**src/rtl/rtc_field_sequencer_pkg.sv**
```systemverilog
// Shared definitions for the RTC display field sequencer: FSM states, default
// field layout and timer presets, plus a BCD digit helper.
package rtc_field_sequencer_pkg;

  typedef enum logic [1:0] {
    ST_IDLE = 2'd0,
    ST_LOAD = 2'd1,
    ST_EMIT = 2'd2
  } state_e;

  localparam int F_D  = 0;
  localparam int F_ME = 1;
  localparam int F_A  = 2;
  localparam int F_H  = 3;
  localparam int F_M  = 4;
  localparam int F_S  = 5;
  localparam int F_HT = 6;
  localparam int F_MT = 7;
  localparam int F_ST = 8;

  localparam logic [7:0] TMAX_HOURS  = 8'h23;
  localparam logic [7:0] TMAX_MINSEC = 8'h59;

  function automatic logic bcd_digit_ok(input logic [3:0] d);
    return d <= 4'd9;
  endfunction

endpackage

```
**src/rtl/rtc_field_sequencer_bcd_sub8.sv**
```systemverilog
// Combinational two-digit BCD subtract a - b with borrow from ones to tens.
module bcd_sub8
  import rtc_field_sequencer_pkg::*;
(
  input  logic [7:0] a_i,
  input  logic [7:0] b_i,
  output logic [7:0] result_o,
  output logic       underflow_o,
  output logic       invalid_o
);

  logic [4:0] ones_raw;
  logic [4:0] tens_raw;
  logic [3:0] ones_fix;
  logic       borrow;

  always_comb begin
    ones_raw    = {1'b0, a_i[3:0]} - {1'b0, b_i[3:0]};
    borrow      = ones_raw[4];
    // Adding 10 modulo 16 turns the two's-complement ones digit back into BCD.
    ones_fix    = ones_raw[3:0] + (borrow ? 4'd10 : 4'd0);
    tens_raw    = {1'b0, a_i[7:4]} - {1'b0, b_i[7:4]} - {4'b0000, borrow};
    result_o    = {tens_raw[3:0], ones_fix};
    underflow_o = tens_raw[4];
    invalid_o   = !bcd_digit_ok(a_i[3:0]) || !bcd_digit_ok(a_i[7:4]) ||
                  !bcd_digit_ok(b_i[3:0]) || !bcd_digit_ok(b_i[7:4]);
  end

endmodule

```
**src/rtl/rtc_field_sequencer.sv**
```systemverilog
// Snapshots all RTC BCD fields on frame_start and streams one processed byte
// per accepted transfer (12h hour masking, saturating BCD countdown).
module rtc_field_sequencer
  import rtc_field_sequencer_pkg::*;
#(
  parameter int N_FIELDS = 9,
  parameter int N_TIMER  = 3,
  parameter int HOUR_IDX = F_H,
  parameter int IDX_W    = 4
) (
  input  logic                                       clk,
  input  logic                                       reset_n,
  input  logic                                       frame_start,
  input  logic [8*N_FIELDS-1:0]                      fields_in,
  input  logic [8*((N_TIMER > 0) ? N_TIMER : 1)-1:0] timer_max,
  input  logic                                       mode_12h,
  output logic [7:0]                                 out_data,
  output logic [IDX_W-1:0]                           out_idx,
  output logic                                       out_pm,
  output logic                                       out_valid,
  input  logic                                       out_ready,
  output logic                                       busy,
  output logic                                       overrun
);

  localparam int               NT1      = (N_TIMER > 0) ? N_TIMER : 1;
  localparam int               T_BASE   = N_FIELDS - N_TIMER;
  localparam logic [IDX_W-1:0] LAST_IDX = IDX_W'(N_FIELDS - 1);
  localparam logic [IDX_W-1:0] HOUR_I   = IDX_W'(HOUR_IDX);

  state_e                     state_q, state_d;
  logic [N_FIELDS-1:0][7:0]   snap_f_q, snap_f_d;
  logic [NT1-1:0][7:0]        snap_tm_q, snap_tm_d;
  logic                       snap_12h_q, snap_12h_d;
  logic [IDX_W-1:0]           idx_q, idx_d;
  logic [7:0]                 data_q, data_d;
  logic [IDX_W-1:0]           oidx_q, oidx_d;
  logic                       pm_q, pm_d;
  logic                       valid_q, valid_d;
  logic                       busy_q, busy_d;
  logic                       ovr_q, ovr_d;

  logic [7:0] cur_val, cur_max, sub_res, proc_val;
  logic       is_timer, sub_uf, sub_inv;

  always_comb begin : field_sel
    cur_val  = 8'h00;
    cur_max  = 8'h00;
    is_timer = 1'b0;
    for (int i = 0; i < N_FIELDS; i++)
      if (idx_q == IDX_W'(i)) cur_val = snap_f_q[i];
    for (int j = 0; j < N_TIMER; j++)
      if (idx_q == IDX_W'(T_BASE + j)) begin
        cur_max  = snap_tm_q[j];
        is_timer = 1'b1;
      end
  end

  bcd_sub8 u_sub (
    .a_i        (cur_max),
    .b_i        (cur_val),
    .result_o   (sub_res),
    .underflow_o(sub_uf),
    .invalid_o  (sub_inv)
  );

  always_comb begin : field_proc
    proc_val = cur_val;
    // Countdown saturates at zero rather than wrapping on bad or late input.
    if (is_timer)
      proc_val = (sub_uf || sub_inv) ? 8'h00 : sub_res;
    else if (snap_12h_q && idx_q == HOUR_I)
      proc_val = cur_val & 8'h7F;
  end

  always_comb begin : fsm_next
    state_d    = state_q;
    snap_f_d   = snap_f_q;
    snap_tm_d  = snap_tm_q;
    snap_12h_d = snap_12h_q;
    idx_d      = idx_q;
    data_d     = data_q;
    oidx_d     = oidx_q;
    pm_d       = pm_q;
    valid_d    = valid_q;
    busy_d     = busy_q;
    ovr_d      = frame_start && (state_q != ST_IDLE);
    case (state_q)
      ST_IDLE: if (frame_start) begin
        snap_f_d   = fields_in;
        snap_tm_d  = timer_max;
        snap_12h_d = mode_12h;
        idx_d      = '0;
        busy_d     = 1'b1;
        state_d    = ST_LOAD;
      end
      ST_LOAD: begin
        data_d  = proc_val;
        oidx_d  = idx_q;
        pm_d    = snap_12h_q && snap_f_q[HOUR_IDX][7];
        valid_d = 1'b1;
        state_d = ST_EMIT;
      end
      ST_EMIT: if (out_ready) begin
        valid_d = 1'b0;
        if (idx_q == LAST_IDX) begin
          busy_d  = 1'b0;
          state_d = ST_IDLE;
        end else begin
          idx_d   = idx_q + 1'b1;
          state_d = ST_LOAD;
        end
      end
      default: state_d = ST_IDLE;
    endcase
  end

  always_ff @(posedge clk or negedge reset_n) begin
    if (!reset_n) begin
      state_q    <= ST_IDLE;
      snap_f_q   <= '0;
      snap_tm_q  <= '0;
      snap_12h_q <= 1'b0;
      idx_q      <= '0;
      data_q     <= 8'h00;
      oidx_q     <= '0;
      pm_q       <= 1'b0;
      valid_q    <= 1'b0;
      busy_q     <= 1'b0;
      ovr_q      <= 1'b0;
    end else begin
      state_q    <= state_d;
      snap_f_q   <= snap_f_d;
      snap_tm_q  <= snap_tm_d;
      snap_12h_q <= snap_12h_d;
      idx_q      <= idx_d;
      data_q     <= data_d;
      oidx_q     <= oidx_d;
      pm_q       <= pm_d;
      valid_q    <= valid_d;
      busy_q     <= busy_d;
      ovr_q      <= ovr_d;
    end
  end

  assign out_data  = data_q;
  assign out_idx   = oidx_q;
  assign out_pm    = pm_q;
  assign out_valid = valid_q;
  assign busy      = busy_q;
  assign overrun   = ovr_q;

endmodule

```
**config.mk**
```make
export PLATFORM = sky130hd
export DESIGN_NAME = rtc_field_sequencer
export DESIGN_NICKNAME = d
export VERILOG_FILES = /design/src/rtl/rtc_field_sequencer_pkg.sv /design/src/rtl/rtc_field_sequencer_bcd_sub8.sv /design/src/rtl/rtc_field_sequencer.sv
export SDC_FILE = /design/constraint.sdc
export NUM_CORES = 1
export LEC_CHECK = 0
export ABC_AREA = 1
export ABC_CLOCK_PERIOD_IN_PS = 10000
export BUFFER_PORTS_ARGS = -buffer_cell sky130_fd_sc_hd__buf_2
export CAP_MARGIN = 5
export CORE_MARGIN = 2
export CORE_UTILIZATION = 35
export DETAILED_ROUTE_END_ITERATION = 12
export PLACE_DENSITY = 0.54
export SLEW_MARGIN = 20
export SYNTH_ARGS = -nofsm -noshare
export SYNTH_HDL_FRONTEND = slang
export SYNTH_SLANG_ARGS = --single-unit
export TNS_END_PERCENT = 1
```
**constraint.sdc**
```tcl
create_clock -name clk -period 10 [get_ports clk]
set_input_delay 1 -clock clk [delete_from_list [all_inputs] [get_ports clk]]
set_output_delay 1 -clock clk [all_outputs]
set_load 0.05 [all_outputs]
```
======== Word level (Yosys, flattened, before mapping) ========
Index checks and enable logic that the tools add are counted.
Widths: inputs -> output; s select.
cells by class
  $add $sub $neg .......................... 5
  $lt $le $gt $ge ......................... 4
  equal/unequal tests ..................... 14
  muxes and demuxes ....................... 33
  reduce and logical (&&, ||, !) cells .... 21
operators with widths
  operator             count
  $mux 8               15
  $eq 4x3->1 const B   4
  $le 4x4->1 const B   4
  $mux 4               4
  $sub 4x4->5          2
  $eq 4x2->1 const B   2
  $mux 1               8
  $ne 2x2->1 const B   4
  $pmux 4 s2           1
  $reduce_and 4->1     2
  $pmux 2 s3           1
  $reduce_and 2->1     3
  $reduce_bool 2->1    3
  $sub 5x1->5          1
  $add 4x1->4 const B  1
  $add 4x4->4          1
  $eq 4x1->1 const B   1
  $eq 4x4->1 const B   1
  $logic_not 1->1      4
  $logic_not 4->1      1
  $logic_or 1x1->1     4
  $mux 2               2
  $pmux 1 s2           2
  $logic_and 1x1->1    3
  3 further kinds      3
word-level totals
  flip-flop bits (word level) ............. 119
  output and inout port bits .............. 16

======== Logic depth before layout (Yosys ltp) ========
Gate-level depths: netlist (run 1).
  word-level depth ........................ 17
  depth in mapped cells ................... 29
  mapped depth without buffers ............ 28

======== Modules after synthesis ========
A second synthesis (run 1) with hierarchy kept.
second synthesis, totals
  cell total of the unflattened synthesis .. 787
  area total of the unflattened synthesis .. 6114.6 um^2
modules (own cells, without submodules)
  module               times used  cells an instance  area an instance (um^2)  sequential area each (um^2)
  rtc_field_sequencer  1           722                5680.4                   2977.9
  bcd_sub8             1           65                 434.2                    0.0

======== Worst setup path after synthesis (run 1) ========
Ideal clock, no wire load.
  kind .................................... register to register
  start point ............................. register idx_q[1]
  end point ............................... register data_q[6], in the netlist out_data[6]
  library setup time ...................... 0.118 ns
  arrival ................................. 4.117 ns
  required time ........................... 9.882 ns
  setup slack ............................. 5.765 ns
  stages on the path, launching flop included .. 29
  path buffers ............................ 1
  period minus slack after synthesis ...... 4.235 ns
  cell sequence ........................... dfrtp_1 > inv_1 > ha_1 > buf_2 > inv_1 > nor3_2 > nand2_1 > nand2_1 > a21oi_1 > o2111ai_1 > nand2_1 > nand4_1 > o21ai_0 > inv_1 > ha_1 > fa_1 > inv_1 > a31oi_1 > inv_1 > fa_1 > fa_1 > o21a_1 > nor2_1 > xor2_1 > nor2_4 > nand4_1 > nand2_1 > nand2_1 > nand2_1
on the way
  word-level cells in the longest chain between the ends .. 17
  elaborated cells between the ends (all ways) .. 42
  those cells by class .................... add/sub: 3; order compare: 4; eq/ne: 8; mux: 18; reduce/logical: 9
RTL lines
  item                                                                  line                        text
  from (decl)                                                           rtc_field_sequencer.sv:35   logic [IDX_W-1:0] idx_q, idx_d;
  from (signal assigned)                                                rtc_field_sequencer.sv:136  idx_q <= idx_d;
  parallel branches: the longest is 16 deep, another holds $sub 4x4->5  n/a
  $mux 8 (*)                                                            rtc_field_sequencer.sv:70   if (is_timer)
  to (signal assigned)                                                  rtc_field_sequencer.sv:137  data_q <= data_d;
  to (decl)                                                             rtc_field_sequencer.sv:36   logic [7:0] data_q, data_d;
Mark *: on every way between the ends.
A chain may end at the register's enable or synchronous reset.

======== Worst setup path in the final report (run 1) ========
Ends and elaborated chain as after synthesis.

==> impl_metrics.toml, run 1 <==
[global_routing]
grt_max_degree = 97
grt_pass1_wl_mm = 26.6
grt_usage_pct = 18.9
grt_pass1_vias = 5197
antenna_found_initial = 0
grt_overflow_total = 0

[synth]
netlist_instances = 820
ys_warn_count = 0
synth.avg_cell_area_um2 = 7.44
synth_sequential_area_ratio_pct = 48.8
netlist_area_mm2 = 0.00610
synth_cell_types = 33
syn-num-nets = 938
synth-seq-cells = 119

[detailed_routing]
drc = 0
drt_wl_total_mm = 16.1
ant_nets = 0
drtIter0Drc = 329
routed_via_density = 4.56
num_vias = 5284
wire_per_inst_um = 13.9
dr.pass1.iters = 5

[pwr]
p_sw_share_pct = 42.4
netSwitchingPower_uw = 1050
power_density_mw_per_mm2 = 336
pwr-share-seq_pct = 34.3
worst_ir_drop_vdd_mv = 0.153
pwr-share-comb_pct = 43.2
leakagePower_uw = 0.00412
intPower_uw = 1430
power.share.clock_pct = 22.5

[sta]
hold_slack_ns = 0.475
fmax_mhz = 201
worst_slew_pin_slew_ns = 0.966
period_share_pct = 49.8
relSlewSlack_pct = 35.6
fin_crit_ns = 4.98
drv_slew = 0
setup_viol = 0
grt_setup_unrepaired = "no"
setup_tns_ns = 0
hold_viol_final = 0
skew_ns = 0.0127

[clock_network]
cts_tree = "done"
clock-sinks = 119
cts-resized-gates = 0
path_clk_slew_ns = 0.05
cts_hold_buf = 0
clk_latency_ns = 0.42
cts_made_buffers = 17
cts.path.max_buffers = 2
htree_levels = 4
cts-root-buf = "clkbuf_16"
post_cts_buffers = 0

[job]
maxCapViolCount = 0

[final_layout]
drive_gt1_share_pct = 18.7
nFillCells = 1876
multi_input_area_mm2 = 0.00273
final_common_cell = "nand2_1"
final_nets = 1044
n_antenna_cell = 0
area_delta_synth_final_pct = 20.9
final_cell_mix = "nand2_1 (417), dfrtp_1 (119), buf_2 (115)"
seq_area_mm2 = 0.00298

[worst_setup_path]
worstSetupPathType = "reg -> reg"
critPathCaptureType = "register"
crit_fanout = 8
cp-start-kind = "register"
crit_required_ns = 10.30
arrival_ns = 5.28

[outcome]
status = "completed"

[floorplan]
initial_utilization_pct = 35.5
die_w_um = 136
num_io_pins = 117
die_h_um = 136
fp-row-count = 48
coreArea_mm2 = 0.0172
die_area_mm2 = 0.0185

[place]
gp_congestion = 0.846
port_buffers = 116
hpwl_mm = 11.8

[min_path]
holdCritPathClass = "reg -> reg"
worst max-delay path, cell delays in order, from the launching register on:
cell,delay (ns)
dfrtp_1,0.41
inv_1,0.13
ha_1,0.35
inv_1,0.16
nor3_2,0.24
nand2_1,0.10
nand2_1,0.07
a21oi_1,0.07
o2111ai_1,0.26
nand2_1,0.15
nand4_1,0.10
o21ai_0,0.11
inv_1,0.07
ha_1,0.18
fa_1,0.22
inv_1,0.05
a31oi_1,0.30
inv_1,0.11
fa_1,0.45
fa_1,0.43
o21a_1,0.20
nor2_1,0.10
xor2_1,0.24
nor2_4,0.10
nand4_1,0.10
nand2_1,0.05
nand2_1,0.07
nand2_1,0.04
power by group through the flow:
stage / clock network, µW / registers (µW) / logic, µW
2_1_floorplan: 0 / 879 / 735
3_3_place_gp: 0 / 857 / 1070
3_5_place_dp: 0 / 854 / 1080
4_1_cts: 571 / 850 / 1090
5_1_grt: 590 / 873 / 1230
6_report: 557 / 848 / 1070
path summary, 6_finish.rpt:
kind	start	endpoint	slack (ns)	cells after the start
min	out_pm	out_pm	0.48	2
min in group asynchronous	reset_n	snap_f_q[44]	0.58	1
min reg2reg	out_pm	out_pm	0.48	2
max reg2reg	idx_q[1]	out_data[6]	5.02	27
max	idx_q[1]	out_data[6]	5.02	27
max in group asynchronous	reset_n	out_valid	8.04	2
registers in the layout (all words and copies together), names as in the netlist, 2 cells and up:
signal	flops
state_q	2
idx_q	4
snap_f_q	72
out_idx	4
out_data	8
snap_tm_q	24
metal layers:
| layer | GRT usage, % | routed length [µm] | vias to the layer above | part of all wire [%] |
|---|---|---|---|---|
| li1 | - | - | 2753 | - |
| met1 | 26.8 | 8000 | 2410 | 50 |
| met2 | 28.5 | 7160 | 104 | 44 |
| met3 | 4.51 | 761 | 17 | 4.7 |
| met4 | 6.19 | 210 | 0 | 1.3 |
| met5 | 0 | 0 | - | 0 |
cells in the mapped netlist, drive strengths merged:
| master | number | area share (%) |
|---|---|---|
| nand2 | 425 | 27 |
| dfrtp | 119 | 49 |
| inv | 66 | 4.1 |
| nor2 | 35 | 2.6 |
| o21ai | 34 | 2.8 |
| nand3 | 32 | 2.7 |
| clkbuf | 21 | 1.3 |
| a21oi | 18 | 1.7 |
| ha | 14 | 2.9 |
| nand4 | 13 | 1.3 |
| buf | 11 | 1.0 |
| a31oi | 6 | 0.62 |
| nor3 | 6 | 0.57 |
| or2 | 4 | 0.41 |
| fa | 3 | 0.99 |
| xnor2 | 3 | 0.43 |
| xor2 | 3 | 0.43 |
| clkinv | 2 | 0.12 |
| o2111ai | 2 | 0.29 |
| o21a | 2 | 0.25 |
| a21boi | 1 | 0.12 |
cell type report:
type	count	area share [%]
Clock buffer	23	6.48
Sequential cell	119	40.4
Tap cell	225	3.82
Clock inverter	5	0.679
Timing Repair Buffer	119	8.21
Inverter	68	3.46
Multi-Input combinational cell	601	37.0
logic make-up after synthesis:
| logic type | synth area share, % |
|---|---|
| adders and majority gates | 3.86 |
| xor gates and xnor gates | 0.862 |
| AOI/OAI and AO/OA | 5.73 |
| DFF | 48.8 |
| buffers and inverters | 6.51 |
| and+or+nand+nor | 34.2 |
metrics by stage:
step	cells	cell area [µm²]	power [µW]	util, %	worst slack [ns]
3_3_place_gp	1132	6850	1930	39.9	5.19
6_report	1160	7370	2470	42.9	5.02
5_1_grt	1160	7370	2690	42.9	4.49
4_1_cts	1160	7370	2510	42.9	5.00
3_5_place_dp	1132	6850	1940	39.9	5.01
2_1_floorplan	820	6100	1610	-	5.77
(Power assumes the default switching activity.)
==> inputs of run 2 (changes only) <==
--- a/config.mk
+++ b/config.mk
@@ -6,7 +6,7 @@
 export NUM_CORES = 1
 export LEC_CHECK = 0
 export ABC_AREA = 1
-export ABC_CLOCK_PERIOD_IN_PS = 10000
+export ABC_CLOCK_PERIOD_IN_PS = 4600
 export BUFFER_PORTS_ARGS = -buffer_cell sky130_fd_sc_hd__buf_2
 export CAP_MARGIN = 5
 export CORE_MARGIN = 2
==> constraint.sdc (replaced) <==
create_clock -name clk -period 4.6 [get_ports clk]
set_input_delay 0.46 -clock clk [delete_from_list [all_inputs] [get_ports clk]]
set_output_delay 0.46 -clock clk [all_outputs]
set_load 0.05 [all_outputs]
==> run 2 against run 1 <==
Register-to-register slack worse by 4.6 ns. Clock skew hardly changed. Final cell count is 1.9% higher. Sequential power is 120% higher. Final area is 3.4% higher. Global-route usage is 0.25 points lower. Hold slack worse by 0.25 ns. First-iteration DRC count is 7.9% higher. Utilization is 1.5 points higher. Critical path type unchanged. Largest cell class unchanged. Largest power group unchanged.
==> impl_metrics.toml, run 2 (synthesized netlist as in run 1, its figures left out) <==
[sta]
grt_setup_unrepaired = "no"
relSlewSlack_pct = 32.5
fin_crit_ns = 4.21
worst_slew_pin_slew_ns = 1.01
skew_ns = 0.0127
drv_slew = 0
timing.final.ws_setup_ns = 0.391
hold_viol_final = 0
setup_viol = 0
period_share_pct = 91.5
setup_tns_ns = 0
fmax_mhz = 238
hold_slack_ns = 0.230

[place]
hpwl_mm = 11.9
port_buffers = 116
dp_slack_ns = 0.0818
gp_congestion = 0.843

[detailed_routing]
ant_nets = 0
routed_via_density = 4.54
num_vias = 5372
wire_per_inst_um = 13.8
drt_wl_total_mm = 16.3
dr.pass1.iters = 5
drc = 0
drtIter0Drc = 355

[clock_network]
cts_made_buffers = 17
htree_levels = 4
clk_latency_ns = 0.42
cts_tree = "done"
cts.path.max_buffers = 2
cts-root-buf = "clkbuf_16"
path_clk_slew_ns = 0.05
clock-sinks = 119

[final_layout]
regMostFlops = "snap_f_q"
largest_reg_flops = 72
final_common_cell = "nand2_1"
fin_util_pct = 44.4
nFillCells = 1845
final_nets = 1062
final_cell_mix = "nand2_1 (415), dfrtp_1 (119), buf_2 (115)"
n_antenna_cell = 0
drive_gt1_share_pct = 22.4
area_delta_synth_final_pct = 25.1

[global_routing]
antenna_found_initial = 0
grt_usage_pct = 18.7
grt_pass1_vias = 5195
grt_overflow_total = 0
grt_pass1_wl_mm = 26.4
grt_max_degree = 98

[pwr]
power_density_mw_per_mm2 = 728
worst_ir_drop_vdd_mv = 0.413
leakagePower_uw = 0.00423
power_uw = 5550

[job]
maxCapViolCount = 0

[floorplan]
coreArea_mm2 = 0.0172
die_w_um = 136
die_h_um = 136
initial_utilization_pct = 35.5
die_area_mm2 = 0.0185
fp-row-count = 48
num_io_pins = 117

[worst_setup_path]
crit_top_cell = "nand2_1"
cp_top_family = "adder cells"
arrival_ns = 4.51
critPathCaptureType = "register"
crit_required_ns = 4.90
cp-start-kind = "register"
crit_buf_inv = 5
crit_fanout = 8
worstSetupPathType = "reg -> reg"
slowest_delay_ns = 0.41
cp_slowest_cell = "dfrtp_1"

[outcome]
status = "completed"

[min_path]
holdCritPathClass = "in -> reg"
==> run 2: cell count changes in the layout (fill, tap and decap cells not counted), sizes merged <==
cell | previous run | this run
buf | 119 | 136
clkbuf | 23 | 19
clkinv | 6 | 7
clkinvlp | 0 | 6
dlygate4sd3 | 0 | 1
bufinv | 1 | 2
==> run 2: worst reg2reg max path, cell delays in order (launching register included) <==
cell       delay (ns)
dfrtp_1          0.41
inv_2            0.08
ha_1             0.17
inv_2            0.07
nor3_4           0.21
nand2_1          0.09
nand2_1          0.06
a21oi_1          0.07
o2111ai_2        0.24
nand2_1          0.09
nand4_1          0.07
o21ai_0          0.09
inv_1            0.07
ha_2             0.19
fa_2             0.21
inv_1            0.05
a31oi_2          0.17
inv_1            0.09
fa_2             0.38
fa_2             0.37
o21a_1           0.19
nor2_1           0.10
xor2_1           0.25
nor2_4           0.10
nand4_1          0.11
nand2_1          0.06
nand2_1          0.06
nand2_1          0.04
==> run 2: layout make-up <==
type / count / area (µm²) / area share (%)
clock buffers: 19 / 453 / 5.94
clock inverters: 13 / 130 / 1.71
inverters: 68 / 255 / 3.35
multi-input cells: 601 / 2780 / 36.5
flip-flops and latches: 119 / 2980 / 39.1
well taps: 225 / 282 / 3.69
repair buffers: 137 / 743 / 9.75
==> run 2: per-layer routing <==
layer	vias to the layer above	wire length, µm	GRT usage (%)
met5	-	0	0
met4	0	146	5.38
met3	11	649	4.03
met2	98	7270	28.9
met1	2472	8220	26.4
li1	2791	-	-
==> run 2: path summary, 6_finish.rpt <==
path	from	endpoint	slack, ns	cells past startpoint
max	idx_q[1]	out_data[6]	0.39	27
min	fields_in[58]	snap_f_q[58]	0.23	3
max reg2reg	idx_q[1]	out_data[6]	0.39	27
min reg2reg	snap_f_q[16]	snap_f_q[16]	0.48	2
max in group asynchronous	reset_n	out_data[0]	3.13	3
min in group asynchronous	reset_n	snap_f_q[37]	0.46	2
==> run 2: report_power, final <==
| group | leakage (µW) | switching (µW) | internal, µW |
|---|---|---|---|
| clock network | 0.000273 | 481 | 818 |
| logic | 0.00248 | 1550 | 856 |
| registers | 0.00148 | 321 | 1530 |
| total | 0.00423 | 2350 | 3200 |
==> run 2: per-stage QoR <==
step,cells,instance area [µm²]
2_1_floorplan,820,6100
3_3_place_gp,1142,6920
3_5_place_dp,1142,6920
4_1_cts,1175,7510
5_1_grt,1182,7620
6_report,1182,7620
==> run 2: what timing repair did <==
item,in CTS,in global routing
resized for setup,0,18
buffers inserted,0,7
hold endpoints to repair,19,0
setup endpoints to repair,0,8
hold buffers,1,0
==> inputs of run 3 (changes only) <==
--- a/config.mk
+++ b/config.mk
@@ -7,12 +7,12 @@
 export LEC_CHECK = 0
 export ABC_AREA = 1
 export ABC_CLOCK_PERIOD_IN_PS = 4600
-export BUFFER_PORTS_ARGS = -buffer_cell sky130_fd_sc_hd__buf_2
+export BUFFER_PORTS_ARGS = -buffer_cell sky130_fd_sc_hd__buf_4
 export CAP_MARGIN = 5
 export CORE_MARGIN = 2
 export CORE_UTILIZATION = 35
 export DETAILED_ROUTE_END_ITERATION = 12
-export PLACE_DENSITY = 0.54
+export PLACE_DENSITY = 0.55
 export SLEW_MARGIN = 20
 export SYNTH_ARGS = -nofsm -noshare
 export SYNTH_HDL_FRONTEND = slang
==> run 3 against run 2 <==
Total power fell by 0.57%. Final cell count down 1.0%. Maximum frequency is 1.0% lower. Utilization increased by 0.95 points. Sequential power about the same. Combinational power is 2% higher. Critical path depth fell by 2. Sequential share of layout area is 0.82 points lower. Wire length up 0.31%. Critical path type unchanged. Highest routed layer unchanged.
==> impl_metrics.toml, run 3 (synthesized netlist as in run 1, its figures left out) <==
[outcome]
status = "completed"

[sta]
fin_crit_ns = 4.25
fmax_mhz = 235
grt_setup_unrepaired = "no"
skew_ns = 0.00815
period_share_pct = 92.4
drv_slew = 0
worst_slew_pin_slew_ns = 0.975
setup_tns_ns = 0
relSlewSlack_pct = 35.0
setup_viol = 0
hold_viol_final = 0

[floorplan]
fp-row-count = 48
die_area_mm2 = 0.0185
initial_utilization_pct = 35.5
num_io_pins = 117
die_w_um = 136
coreArea_mm2 = 0.0172
die_h_um = 136

[clock_network]
path_clk_slew_ns = 0.05
cts-root-buf = "clkbuf_16"
clk_latency_ns = 0.42
clock-sinks = 119
cts_made_buffers = 17
cts.path.max_buffers = 2
htree_levels = 4
cts_tree = "done"

[detailed_routing]
wl_met2_mm = 7.49
ant_nets = 0
drt_wl_total_mm = 16.3
drc = 0
wire_per_inst_um = 14.0
route.met3.wl_um = 735
dr.pass1.iters = 4
routed.top_layer = "met4"
wl_met1_mm = 7.97
routed_via_density = 4.61
drtIter0Drc = 319
num_vias = 5394

[global_routing]
grt_pass1_wl_mm = 26.5
grt_max_degree = 97
grt_usage_pct = 18.8
grt_pass1_vias = 5269
grt_overflow_total = 0
antenna_found_initial = 0

[final_layout]
largest_reg_flops = 72
multi_input_area_mm2 = 0.00278
n_antenna_cell = 0
seq_area_mm2 = 0.00298
nFillCells = 1814
final_cell_mix = "nand2_1 (415), buf_4 (129), dfrtp_1 (119)"
final_nets = 1054
final_common_cell = "nand2_1"
area_delta_synth_final_pct = 27.7
drive_gt1_share_pct = 20.7
regMostFlops = "snap_f_q"

[place]
port_buffers = 116
gp_congestion = 0.869
hpwl_mm = 11.9

[min_path]
holdCritPathClass = "in -> async"

[pwr]
power_density_mw_per_mm2 = 709
power_uw = 5520
leakagePower_uw = 0.00428
worst_ir_drop_vdd_mv = 0.337

[worst_setup_path]
cp-start-kind = "register"
r2r-end = "out_data[6]"
crit_required_ns = 4.91
worstSetupPathType = "reg -> reg"
crit_fanout = 17
crit_buf_inv = 5
cp_slowest_cell = "dfrtp_1"
crit_top_cell = "nand2_1"
ff2ff_path_depth = 25
arrival_ns = 4.56
r2r_slack_ns = 0.35
rr_startpoint = "idx_q[0]"
slowest_delay_ns = 0.41
critPathCaptureType = "register"
cp_top_family = "simple AND/OR/NAND/NOR gates"

[job]
maxCapViolCount = 0
## run 3: area by class of cell
class                      count  area share [%]
timing repair buffer         129            12.4
tap                          225            3.62
multi-input combinational    601            35.7
clock inverter                 5           0.643
sequential                   119            38.2
clock buffer                  23            6.14
inverter                      68            3.28
## run 3: metrics by stage
| stage | instance area [µm²] | util (%) | std cells | setup WS [ns] | hold slack (ns) |
|---|---|---|---|---|---|
| after global routing | 7790 | 45.3 | 1170 | 0.0175 | 0.213 |
| after CTS | 7720 | 45.0 | 1168 | 0.133 | 0.176 |
| after global placement | 7190 | 41.9 | 1140 | 0.267 | 0.463 |
| after detailed placement | 7190 | 41.9 | 1140 | 0.147 | 0.466 |
| final | 7790 | 45.3 | 1170 | 0.348 | 0.156 |
| after floorplan | 6100 | - | 820 | 0.365 | 0.164 |
## run 3: power by group
group | switching (µW) | internal (µW) | total [µW]
Clock | 434 | 767 | 1200
Sequential | 326 | 1530 | 1860
Combinational | 1560 | 905 | 2470
## run 3: layer usage
layer	global-route usage, %	vias up
met5	0	-
met4	5.21	0
met3	4.55	10
met2	29.0	111
met1	26.5	2502
li1	-	2771
## run 3: worst max-delay path by stage
stage | from | to | slack, ns | depth (start not counted)
6_report | idx_q[0] | out_data[6] | 0.35 | 25
5_1_grt | idx_q[0] | out_data[3] | 0.02 | 25
4_1_cts | idx_q[0] | out_data[6] | 0.13 | 25
3_5_place_dp | idx_q[0] | out_data[6] | 0.15 | 25
3_3_place_gp | idx_q[0] | out_data[6] | 0.27 | 25
2_1_floorplan | idx_q[1] | out_data[6] | 0.37 | 28
## run 3: worst register-to-register path, stage by stage (launching register included)
cell	delay (ns)
dfrtp_1	0.41
inv_1	0.15
ha_1	0.23
inv_1	0.09
nor2_4	0.39
nor2_2	0.07
inv_1	0.17
nor2_1	0.08
nand2_1	0.12
a21boi_2	0.08
inv_1	0.06
ha_1	0.25
nand2_1	0.07
nand2_1	0.05
a31oi_2	0.16
inv_1	0.08
fa_2	0.38
fa_2	0.38
o21a_1	0.19
nor2_1	0.10
xor2_1	0.23
nor2_4	0.11
nand4_1	0.11
nand2_1	0.06
nand2_1	0.06
nand2_1	0.04
## run 3: timing repair
action                                  CTS  global route
buffers inserted                          0             2
endpoints found under the setup margin    0             8
hold buffers                              0             0
hold endpoints to repair                  0             0
gates resized for setup                   0            14
